<file path="src/rtl/axi_csr_arb_if.sv">
// axi_csr_arb_if: CSR request/response types plus the grouped AXI-side and CSR-side bus of axi_csr_arb.
package axi_csr_arb_pkg;
    typedef struct packed {
        logic        valid;
        logic        rd_or_wr;
        logic [15:0] addr;
        logic [31:0] data_in;
    } s_csr_req_t;
    typedef struct packed {
        logic        ready;
        logic        error;
        logic [31:0] data_out;
    } s_csr_resp_t;
endpackage

interface axi_csr_arb_if;
    import axi_csr_arb_pkg::*;
    logic        wr_req_valid_i;
    logic        wr_req_ready_o;
    logic [15:0] wr_addr_i;
    logic [31:0] wr_data_i;
    logic        wr_resp_valid_o;
    logic        wr_resp_error_o;
    logic        wr_resp_ready_i;
    logic        rd_req_valid_i;
    logic        rd_req_ready_o;
    logic [15:0] rd_addr_i;
    logic        rd_resp_valid_o;
    logic [31:0] rd_resp_data_o;
    logic        rd_resp_error_o;
    logic        rd_resp_ready_i;
    s_csr_req_t  csr_req_o;
    s_csr_resp_t csr_resp_i;
    modport slave (
        input  wr_req_valid_i, wr_addr_i, wr_data_i, wr_resp_ready_i,
        input  rd_req_valid_i, rd_addr_i, rd_resp_ready_i, csr_resp_i,
        output wr_req_ready_o, wr_resp_valid_o, wr_resp_error_o,
        output rd_req_ready_o, rd_resp_valid_o, rd_resp_data_o, rd_resp_error_o, csr_req_o
    );
    modport master (
        output wr_req_valid_i, wr_addr_i, wr_data_i, wr_resp_ready_i,
        output rd_req_valid_i, rd_addr_i, rd_resp_ready_i, csr_resp_i,
        input  wr_req_ready_o, wr_resp_valid_o, wr_resp_error_o,
        input  rd_req_ready_o, rd_resp_valid_o, rd_resp_data_o, rd_resp_error_o, csr_req_o
    );
endinterface

</file>
<file path="src/rtl/axi_csr_arb.sv">
// axi_csr_arb: round-robin read/write arbiter sequencing one transaction at a time onto the CSR port.
// Optional AXI_CSR_ARB_TIMEOUT_EN aborts a CSR request not accepted within TIMEOUT_CYCLES.
module axi_csr_arb
    import axi_csr_arb_pkg::*;
#(
    parameter int TIMEOUT_CYCLES = 16
) (
    input logic          clk_axi,
    input logic          arst_axi,
    axi_csr_arb_if.slave bus
);
    typedef enum logic [2:0] {IDLE, CSR_WR, WR_RESP, CSR_RD, RD_CAPT, RD_RESP} state_t;
    state_t      state_q, state_d;
    logic        last_wr_q, last_wr_d;
    logic [15:0] addr_q, addr_d;
    logic [31:0] data_q, data_d;
    logic        err_q, err_d;
    logic        grant_wr, grant_rd, in_csr, expired;
`ifdef AXI_CSR_ARB_TIMEOUT_EN
    localparam int CW = $clog2(TIMEOUT_CYCLES + 1);
    logic [CW-1:0] cnt_q, cnt_d;
`endif

    always_comb begin
        grant_wr  = bus.wr_req_valid_i && (!bus.rd_req_valid_i || !last_wr_q);
        grant_rd  = bus.rd_req_valid_i && !grant_wr;
        in_csr    = (state_q == CSR_WR) || (state_q == CSR_RD);
`ifdef AXI_CSR_ARB_TIMEOUT_EN
        // counts only the not-ready cycles of a held request; zero everywhere else
        cnt_d     = (in_csr && !bus.csr_resp_i.ready) ? cnt_q + CW'(1) : '0;
        expired   = in_csr && !bus.csr_resp_i.ready && (cnt_q == CW'(TIMEOUT_CYCLES - 1));
`else
        expired   = 1'b0;
`endif
        state_d   = state_q;
        last_wr_d = last_wr_q;
        addr_d    = addr_q;
        data_d    = data_q;
        err_d     = err_q;
        case (state_q)
            IDLE: begin
                if (grant_wr) begin
                    addr_d    = bus.wr_addr_i;
                    data_d    = bus.wr_data_i;
                    last_wr_d = 1'b1;
                    state_d   = CSR_WR;
                end else if (grant_rd) begin
                    addr_d    = bus.rd_addr_i;
                    data_d    = '0;
                    last_wr_d = 1'b0;
                    state_d   = CSR_RD;
                end
            end
            CSR_WR: begin
                if (bus.csr_resp_i.ready) begin
                    err_d   = bus.csr_resp_i.error;
                    state_d = WR_RESP;
                end else if (expired) begin
                    err_d   = 1'b1;
                    state_d = WR_RESP;
                end
            end
            CSR_RD: begin
                if (bus.csr_resp_i.ready) begin
                    state_d = RD_CAPT;
                end else if (expired) begin
                    err_d   = 1'b1;
                    data_d  = '0;
                    state_d = RD_RESP;
                end
            end
            RD_CAPT: begin
                // read data arrives one cycle after the request is accepted
                err_d   = bus.csr_resp_i.error;
                data_d  = bus.csr_resp_i.error ? '0 : bus.csr_resp_i.data_out;
                state_d = RD_RESP;
            end
            WR_RESP: state_d = bus.wr_resp_ready_i ? IDLE : WR_RESP;
            RD_RESP: state_d = bus.rd_resp_ready_i ? IDLE : RD_RESP;
            default: state_d = IDLE;
        endcase
    end

    always_ff @(posedge clk_axi) begin
        if (arst_axi) begin
            state_q   <= IDLE;
            last_wr_q <= 1'b1;
            addr_q    <= '0;
            data_q    <= '0;
            err_q     <= 1'b0;
        end else begin
            state_q   <= state_d;
            last_wr_q <= last_wr_d;
            addr_q    <= addr_d;
            data_q    <= data_d;
            err_q     <= err_d;
        end
    end

`ifdef AXI_CSR_ARB_TIMEOUT_EN
    always_ff @(posedge clk_axi) begin
        if (arst_axi) cnt_q <= '0;
        else cnt_q <= cnt_d;
    end
`endif

    assign bus.wr_req_ready_o     = (state_q == IDLE) && grant_wr;
    assign bus.rd_req_ready_o     = (state_q == IDLE) && grant_rd;
    assign bus.csr_req_o.valid    = in_csr;
    assign bus.csr_req_o.rd_or_wr = (state_q == CSR_WR);
    assign bus.csr_req_o.addr     = in_csr ? addr_q : '0;
    assign bus.csr_req_o.data_in  = (state_q == CSR_WR) ? data_q : '0;
    assign bus.wr_resp_valid_o    = (state_q == WR_RESP);
    assign bus.wr_resp_error_o    = (state_q == WR_RESP) && err_q;
    assign bus.rd_resp_valid_o    = (state_q == RD_RESP);
    assign bus.rd_resp_data_o     = (state_q == RD_RESP) ? data_q : '0;
    assign bus.rd_resp_error_o    = (state_q == RD_RESP) && err_q;
endmodule

</file>
<file path="src/flat_wrapper.sv">
// flat-port wrapper written by rule: the top's interface ports become plain ports
module axi_csr_arb_flat import axi_csr_arb_pkg::*;
#(
    parameter int TIMEOUT_CYCLES = 16
)
  (clk_axi, arst_axi, bus_wr_req_valid_i, bus_wr_addr_i, bus_wr_data_i, bus_wr_resp_ready_i, bus_rd_req_valid_i, bus_rd_addr_i, bus_rd_resp_ready_i, bus_csr_resp_i, bus_wr_req_ready_o, bus_wr_resp_valid_o, bus_wr_resp_error_o, bus_rd_req_ready_o, bus_rd_resp_valid_o, bus_rd_resp_data_o, bus_rd_resp_error_o, bus_csr_req_o);
  axi_csr_arb_if bus_i ();
  input logic clk_axi;
  input logic arst_axi;
  input wire logic [$bits(bus_i.wr_req_valid_i)-1:0] bus_wr_req_valid_i;
  input wire logic [$bits(bus_i.wr_addr_i)-1:0] bus_wr_addr_i;
  input wire logic [$bits(bus_i.wr_data_i)-1:0] bus_wr_data_i;
  input wire logic [$bits(bus_i.wr_resp_ready_i)-1:0] bus_wr_resp_ready_i;
  input wire logic [$bits(bus_i.rd_req_valid_i)-1:0] bus_rd_req_valid_i;
  input wire logic [$bits(bus_i.rd_addr_i)-1:0] bus_rd_addr_i;
  input wire logic [$bits(bus_i.rd_resp_ready_i)-1:0] bus_rd_resp_ready_i;
  input wire logic [$bits(bus_i.csr_resp_i)-1:0] bus_csr_resp_i;
  output wire logic [$bits(bus_i.wr_req_ready_o)-1:0] bus_wr_req_ready_o;
  output wire logic [$bits(bus_i.wr_resp_valid_o)-1:0] bus_wr_resp_valid_o;
  output wire logic [$bits(bus_i.wr_resp_error_o)-1:0] bus_wr_resp_error_o;
  output wire logic [$bits(bus_i.rd_req_ready_o)-1:0] bus_rd_req_ready_o;
  output wire logic [$bits(bus_i.rd_resp_valid_o)-1:0] bus_rd_resp_valid_o;
  output wire logic [$bits(bus_i.rd_resp_data_o)-1:0] bus_rd_resp_data_o;
  output wire logic [$bits(bus_i.rd_resp_error_o)-1:0] bus_rd_resp_error_o;
  output wire logic [$bits(bus_i.csr_req_o)-1:0] bus_csr_req_o;
  assign bus_i.wr_req_valid_i = bus_wr_req_valid_i;
  assign bus_i.wr_addr_i = bus_wr_addr_i;
  assign bus_i.wr_data_i = bus_wr_data_i;
  assign bus_i.wr_resp_ready_i = bus_wr_resp_ready_i;
  assign bus_i.rd_req_valid_i = bus_rd_req_valid_i;
  assign bus_i.rd_addr_i = bus_rd_addr_i;
  assign bus_i.rd_resp_ready_i = bus_rd_resp_ready_i;
  assign bus_i.csr_resp_i = bus_csr_resp_i;
  assign bus_wr_req_ready_o = bus_i.wr_req_ready_o;
  assign bus_wr_resp_valid_o = bus_i.wr_resp_valid_o;
  assign bus_wr_resp_error_o = bus_i.wr_resp_error_o;
  assign bus_rd_req_ready_o = bus_i.rd_req_ready_o;
  assign bus_rd_resp_valid_o = bus_i.rd_resp_valid_o;
  assign bus_rd_resp_data_o = bus_i.rd_resp_data_o;
  assign bus_rd_resp_error_o = bus_i.rd_resp_error_o;
  assign bus_csr_req_o = bus_i.csr_req_o;
  axi_csr_arb #(.TIMEOUT_CYCLES(TIMEOUT_CYCLES)) u_core (.clk_axi(clk_axi), .arst_axi(arst_axi), .bus(bus_i));
endmodule
</file>
<file path="config.mk">
export PLATFORM = sky130hd
export DESIGN_NAME = axi_csr_arb_flat
export DESIGN_NICKNAME = d
export VERILOG_FILES = /design/src/rtl/axi_csr_arb_if.sv /design/src/rtl/axi_csr_arb.sv /design/src/flat_wrapper.sv
export SDC_FILE = /design/constraint.sdc
export NUM_CORES = 1
export LEC_CHECK = 0
export ABC_CLOCK_PERIOD_IN_PS = 2000
export CORE_AREA = 4 4 79 81
export CTS_CLUSTER_SIZE = 30
export DETAILED_ROUTE_END_ITERATION = 12
export DIE_AREA = 0 0 83 85
export DONT_BUFFER_PORTS = 1
export PLACE_DENSITY = 0.75
export SLEW_MARGIN = 30
export SYNTH_ARGS = -nofsm -noshare
export SYNTH_HDL_FRONTEND = slang
export SYNTH_SLANG_ARGS = --single-unit
</file>
<file path="constraint.sdc">
create_clock -name clk_axi -period 2 [get_ports clk_axi]
set_input_delay 0.2 -clock clk_axi [delete_from_list [all_inputs] [get_ports clk_axi]]
set_output_delay 0.2 -clock clk_axi [all_outputs]
set_load 0.01 [all_outputs]
</file>
# After elaboration in Yosys (flattened, before gate mapping)

Cells that the tools add are included.

Bitwise operators: 0
Div/mod/pow operators: 0
Shift operators: 0
Equality and inequality tests: 8
Order comparisons: 0
Reductions and logical operators: 19
Add/subtract/negate cells: 0
Multipliers: 0
Mux-type cells: 20

Operators with widths:

| kind               | number |
|---|---|
| $mux 32            | 5 |
| $pmux 32 s2        | 1 |
| $mux 16            | 3 |
| $pmux 3 s6         | 1 |
| $mux 3             | 5 |
| $eq 3x2->1 const B | 2 |
| $eq 3x3->1 const B | 2 |
| $logic_and 1x1->1  | 6 |
| $reduce_and 2->1   | 3 |
| $reduce_bool 2->1  | 3 |
| $ne 2x2->1 const B | 2 |
| $eq 3x1->1 const B | 1 |
| $logic_not 1->1    | 3 |
| $logic_not 3->1    | 1 |
| $mux 1             | 3 |
| $ne 3x1->1 const B | 1 |
| $reduce_and 3->1   | 1 |
| $logic_or 1x1->1   | 2 |
| $mux 2             | 1 |
| $pmux 1 s2         | 1 |

Bits in read-only memories: 0
Output and inout port bits: 88
Flip-flop bits (word level): 53
Input port bits: 104
Bits in latches: 0
Logic and storage cells: 52
Bits in writable memories: 0
Memories kept: 0

# Longest topological paths before layout

Depth after elaboration: 8
Gate-level depth with buffers: 7
Depth with buffers taken out: 3

# Least setup slack after synthesis

Ideal clock, no wire load.

Path type: flip-flop to output port
Start: register u_core.state_q[0]
End: output bus_csr_req_o[22]
Arrival time: 1.399 ns
Path slack: 0.401 ns
Required time: 1.800 ns
Stages on the path, launching flop included: 6
Buffers on the path: 2
Cells stage by stage: dfxtp_1 -> buf_2 -> nor2b_1 -> nor2b_1 -> clkbuf_1 -> and2_1

Longest elaborated chain between the ends: 2

RTL lines:

| what                   | RTL line           | RTL |
|---|---|---|
| from (decl)            | axi_csr_arb.sv:13  | `state_t state_q, state_d;` |
| from (signal assigned) | axi_csr_arb.sv:92  | `state_q <= state_d;` |
| $eq 3x1->1             | --                 |  |
| via bus_csr_req_o[48]  | flat_wrapper.sv:25 | `output wire logic [$bits(bus_i.csr_req_o)-1:0] bus_csr_req_o;` |
| $mux 32                | axi_csr_arb.sv:112 | `assign bus.csr_req_o.data_in = (state_q == CSR_WR) ? data_q : '0;` |
| to (decl)              | flat_wrapper.sv:25 |  |

The timed path passes the listed nets, and every way through them passes these cells.

# Worst setup path in the final report

Start: register u_core.state_q[0]
End: output bus_rd_req_ready_o

Longest elaborated chain between the ends: 2

RTL lines:

| what              | RTL line           | RTL |
|---|---|---|
| $logic_not 3->1   | axi_csr_arb.sv:108 | `assign bus.rd_req_ready_o = (state_q == IDLE) && grant_rd;` |
| $logic_and 1x1->1 | axi_csr_arb.sv:108 |  |
| to (decl)         | flat_wrapper.sv:21 | `output wire logic [$bits(bus_i.rd_req_ready_o)-1:0] bus_rd_req_ready_o;` |

Every way passes these cells.

==> summary.md <==
| Metric | Value |
|---|---|
| Status | `finished, final reports clean` |
| Synthesized flop and latch total | `53` |
| Vias in the first global route | `2704` |
| Cell taking the most area after synthesis | `dfxtp_1` |
| Pwr Density | `846 mW/mm^2` |
| Distinct cells, synth | `36` |
| CP max-delay cell | `dfxtp_1` |
| H-tree depth | `2` |
| Worst hold path class | `input port to flop` |
| Final Hold Viols | `0` |
| Crit-path cells | `buf_4, nor3_4, buf_6, nor3b_1, buf_4` |
| Most common cell after layout, fill and taps aside | `dfxtp_1` |
| Sum of negative setup slack | `0 ns` |
| Initial Utilization | `59.7%` |
| Worst-path clk slew | `about 0.1 ns` |
| Crit. path cell count | `5` |
| Peak Freq | `about 0.55 GHz` |
| Final Cycle Share | `91.5%` |
| Crit path time final | `1.83 ns` |
| Footprint of the multi-input gates | `0.00193 mm^2` |
| Finished Core Util | `a little over three fifths` |
| Max incr delay on CP | `0.38 ns` |
| First-pass GRT wire length | `about 14000 um` |
| Placed Instances | `413` |
| Slew Viols, Final | `0` |
| Post-synthesis cell area | `0.00327 mm^2` |
| Routability Congestion | `between 0.7 and 0.8` |
| GRT Overall Usage | `24.4%` |
| Register area | `0.00106 mm^2` |
| Skew-Pair Late Insertion Delay | `0.31 ns` |
| TritonCTS clock tree | `done` |
| Area share of the largest cell type after synthesis | `32.5%` |
| Drt wl/cell | `21.9 um` |
| Compound-cell area share of the yosys netlist | `36.7%` |
| Post-route DRC | `0` |
| Largest net degree at the start of global routing | `52` |
| CP endpoint kind | `output pin` |
| Port bufs | `0` |
| Net count, final | `454` |
| N_diodes | `0` |
| RSZ-0062 raised after global routing | `false` |
| R2r endpoint | `u_core.data_q[28]` |
| Family with the most delay on the worst path | `buffers and inverters` |
| Worst Slack Setup Final | `0.170 ns` |
| Post-CTS Setup Inserts | `0` |
| Flop-to-flop setup slack | `0.27 ns` |
| Multiplexer share of the synthesized area | `less than 1%` |
| Required @ worst endpoint | `about 1.8 ns` |
| Drt first pass iters | `4` |
| EDFF count, synth | `0` |
| Cell count after synthesis | `370` |
| Detailed Place HPWL | `6400 um` |
| Non-filler instance count after layout | `roughly 420` |
| Critical Path Start | `u_core.state_q[0]` |
| Syn-to-layout area delta | `5.47%` |
| Fin Clk Skew | `0.0118 ns` |
| Core ar. | `0.00547 mm^2` |
| Post-Synth Adder-Cell Area | `0%` |
| Buf+Inv Stages, Crit Path | `3` |
| Top post-synthesis cells by area | `dfxtp_1 32%, a211oi_2 11%, and2_1 9.8%` |
| 1st-iter DRT viols | `around 160` |
| Filler Cells Inserted | `470` |
| Seq/Total Area, Yosys | `between 30% and 40%` |
| Worst Path Arrival | `1.63 ns` |
| Total CTS buffers | `5` |
| Post-synthesis xor/xnor area fraction | `0%` |
| Largest family of logic cells by synthesized area | `compound AO/OA/AOI/OAI gates` |
| Die W | `between 80 and 90 um` |
| Clk sinks | `53` |
| Row Count | `27` |
| Pwr Total | `2.92 mW` |
| Share of post-route cells with drive strength above 1 | `between 20% and 30%` |
| Via density | `6.84` |
| Antenna Violating Nets Remaining | `0` |
| Setup WS pre-CTS | `0.335 ns` |
| Die ar. | `0.00706 mm^2` |
| Antenna violations before repair | `0` |
| Post-Route WL | `between 9000 and 10000 um` |
| Main synth FF type | `dfxtp_1` |
| Root Buffer | `clkbuf_8` |
| CP Launch Type | `flop` |
| Most frequent cells in the layout | `53 x dfxtp_1, 51 x and2_1, 35 x a21oi_1, 34 x and3_1, 33 x a32oi_1` |
| Max_cap viols | `0` |
| Peak supply drop | `about 0.4 mV` |
| Critical path fanouts, max | `10` |
| Most used cell along the critical path | `buf_4` |
| Die Y | `85 um` |
| Crit Path Class | `flop to output pin` |
| R2R Path Start | `u_core.state_q[2]` |
| Post-synth ARST share | `0%` |
| Worst setup endpoint | `bus_rd_req_ready_o` |
| Slew margin rel. | `approximately 56%` |
| CTS Buffer Depth | `2` |
| Io pins | `192` |
| Final setup violation count | `0` |
| Vias | `2887` |
| Leakage | `1.28 nW` |
| Worst slew pin tran | `between 0.6 and 0.7 ns` |
| Total number of yosys warnings | `0` |
| Mean Syn Cell Area | `8.83 um^2` |
| Syn_nets | `474` |
| Simple-gate portion of the synthesized area | `20.7%` |
| R2r worst-path depth | `4` |
| Total gr overflow | `0` |
==> Yosys cell counts, types with 2 or more instances <==
cell,n
dfxtp_1,53
and2_1,51
a21oi_1,35
and3_1,34
a32oi_1,33
clkbuf_1,33
a211oi_2,30
a221oi_1,16
inv_1,16
o32ai_1,16
buf_2,11
buf_6,5
nand2b_1,4
nor2b_1,4
nand2_1,3
nor2_1,3
a211oi_1,2
a21bo_2,2
nor3b_1,2
==> per-stage QoR <==
step	hold slack, ns	area, um^2
4_1_cts	0.0337	3430
3_5_place_dp	0.274	3300
3_3_place_gp	0.272	3300
5_1_grt	0.0426	3450
6_report	0.0355	3450
2_1_floorplan	0.356	3270
==> per-layer routing <==
layer  global-route usage, %  part of all wire, %
met5                       0                    0
met4                    5.94                  1.3
met3                    6.89                  7.9
met2                    40.2                   48
met1                    31.6                   43
==> what timing repair did <==
action,CTS,global route
resized for setup,0,2
endpoints found under the hold margin,51,0
endpoints found under the setup margin,0,1
hold buffers,1,0
==> where the power goes <==
part	internal, mW	switching [mW]	leakage (nW)
logic	0.348	0.535	0.792
registers	1.22	0.114	0.439
clock network	0.364	0.337	0.0540
==> area by class of cell <==
class | count | area share [%]
Timing Repair Buffer | 24 | 5.84
Clock buffer | 5 | 2.00
Inverter | 17 | 1.85
Clock inverter | 2 | 1.02
Multi-Input combinational cell | 249 | 55.9
Tap cell | 72 | 2.61
Sequential cell | 53 | 30.8
==> kinds of logic (layout without fill, tap and decap cells) <==
| family | count (synthesis) | after routing |
|---|---|---|
| AOI/OAI and AO/OA | 140 | 140 |
| muxes | 2 | 2 |
| and+or+nand+nor | 107 | 107 |
| buffers and inverters | 68 | 48 |
| DFF | 53 | 53 |
==> worst min-delay path by stage <==
stage,depth (start not counted),from,end
after floorplan,2,bus_csr_resp_i[32],u_core.err_q
final,2,bus_csr_resp_i[32],u_core.err_q
after global routing,2,bus_csr_resp_i[32],u_core.err_q
after detailed placement,1,arst_axi,u_core.data_q[1]
after global placement,1,arst_axi,u_core.data_q[1]
after CTS,2,bus_csr_resp_i[32],u_core.err_q
==> state kept, by name, indices dropped and copies added, names as in the netlist <==
signal	flops
u_core.state_q	3
u_core.addr_q	16
u_core.data_q	32
u_core.err_q	1
u_core.last_wr_q	1
==> worst register-to-register path, cell delays in order (launching register included) <==
cell	delay [ns]
dfxtp_1	0.55
or3b_1	0.42
buf_4	0.23
a32oi_1	0.30
a211oi_2	0.10
No activity file was read; power rests on OpenSTA's default activity.
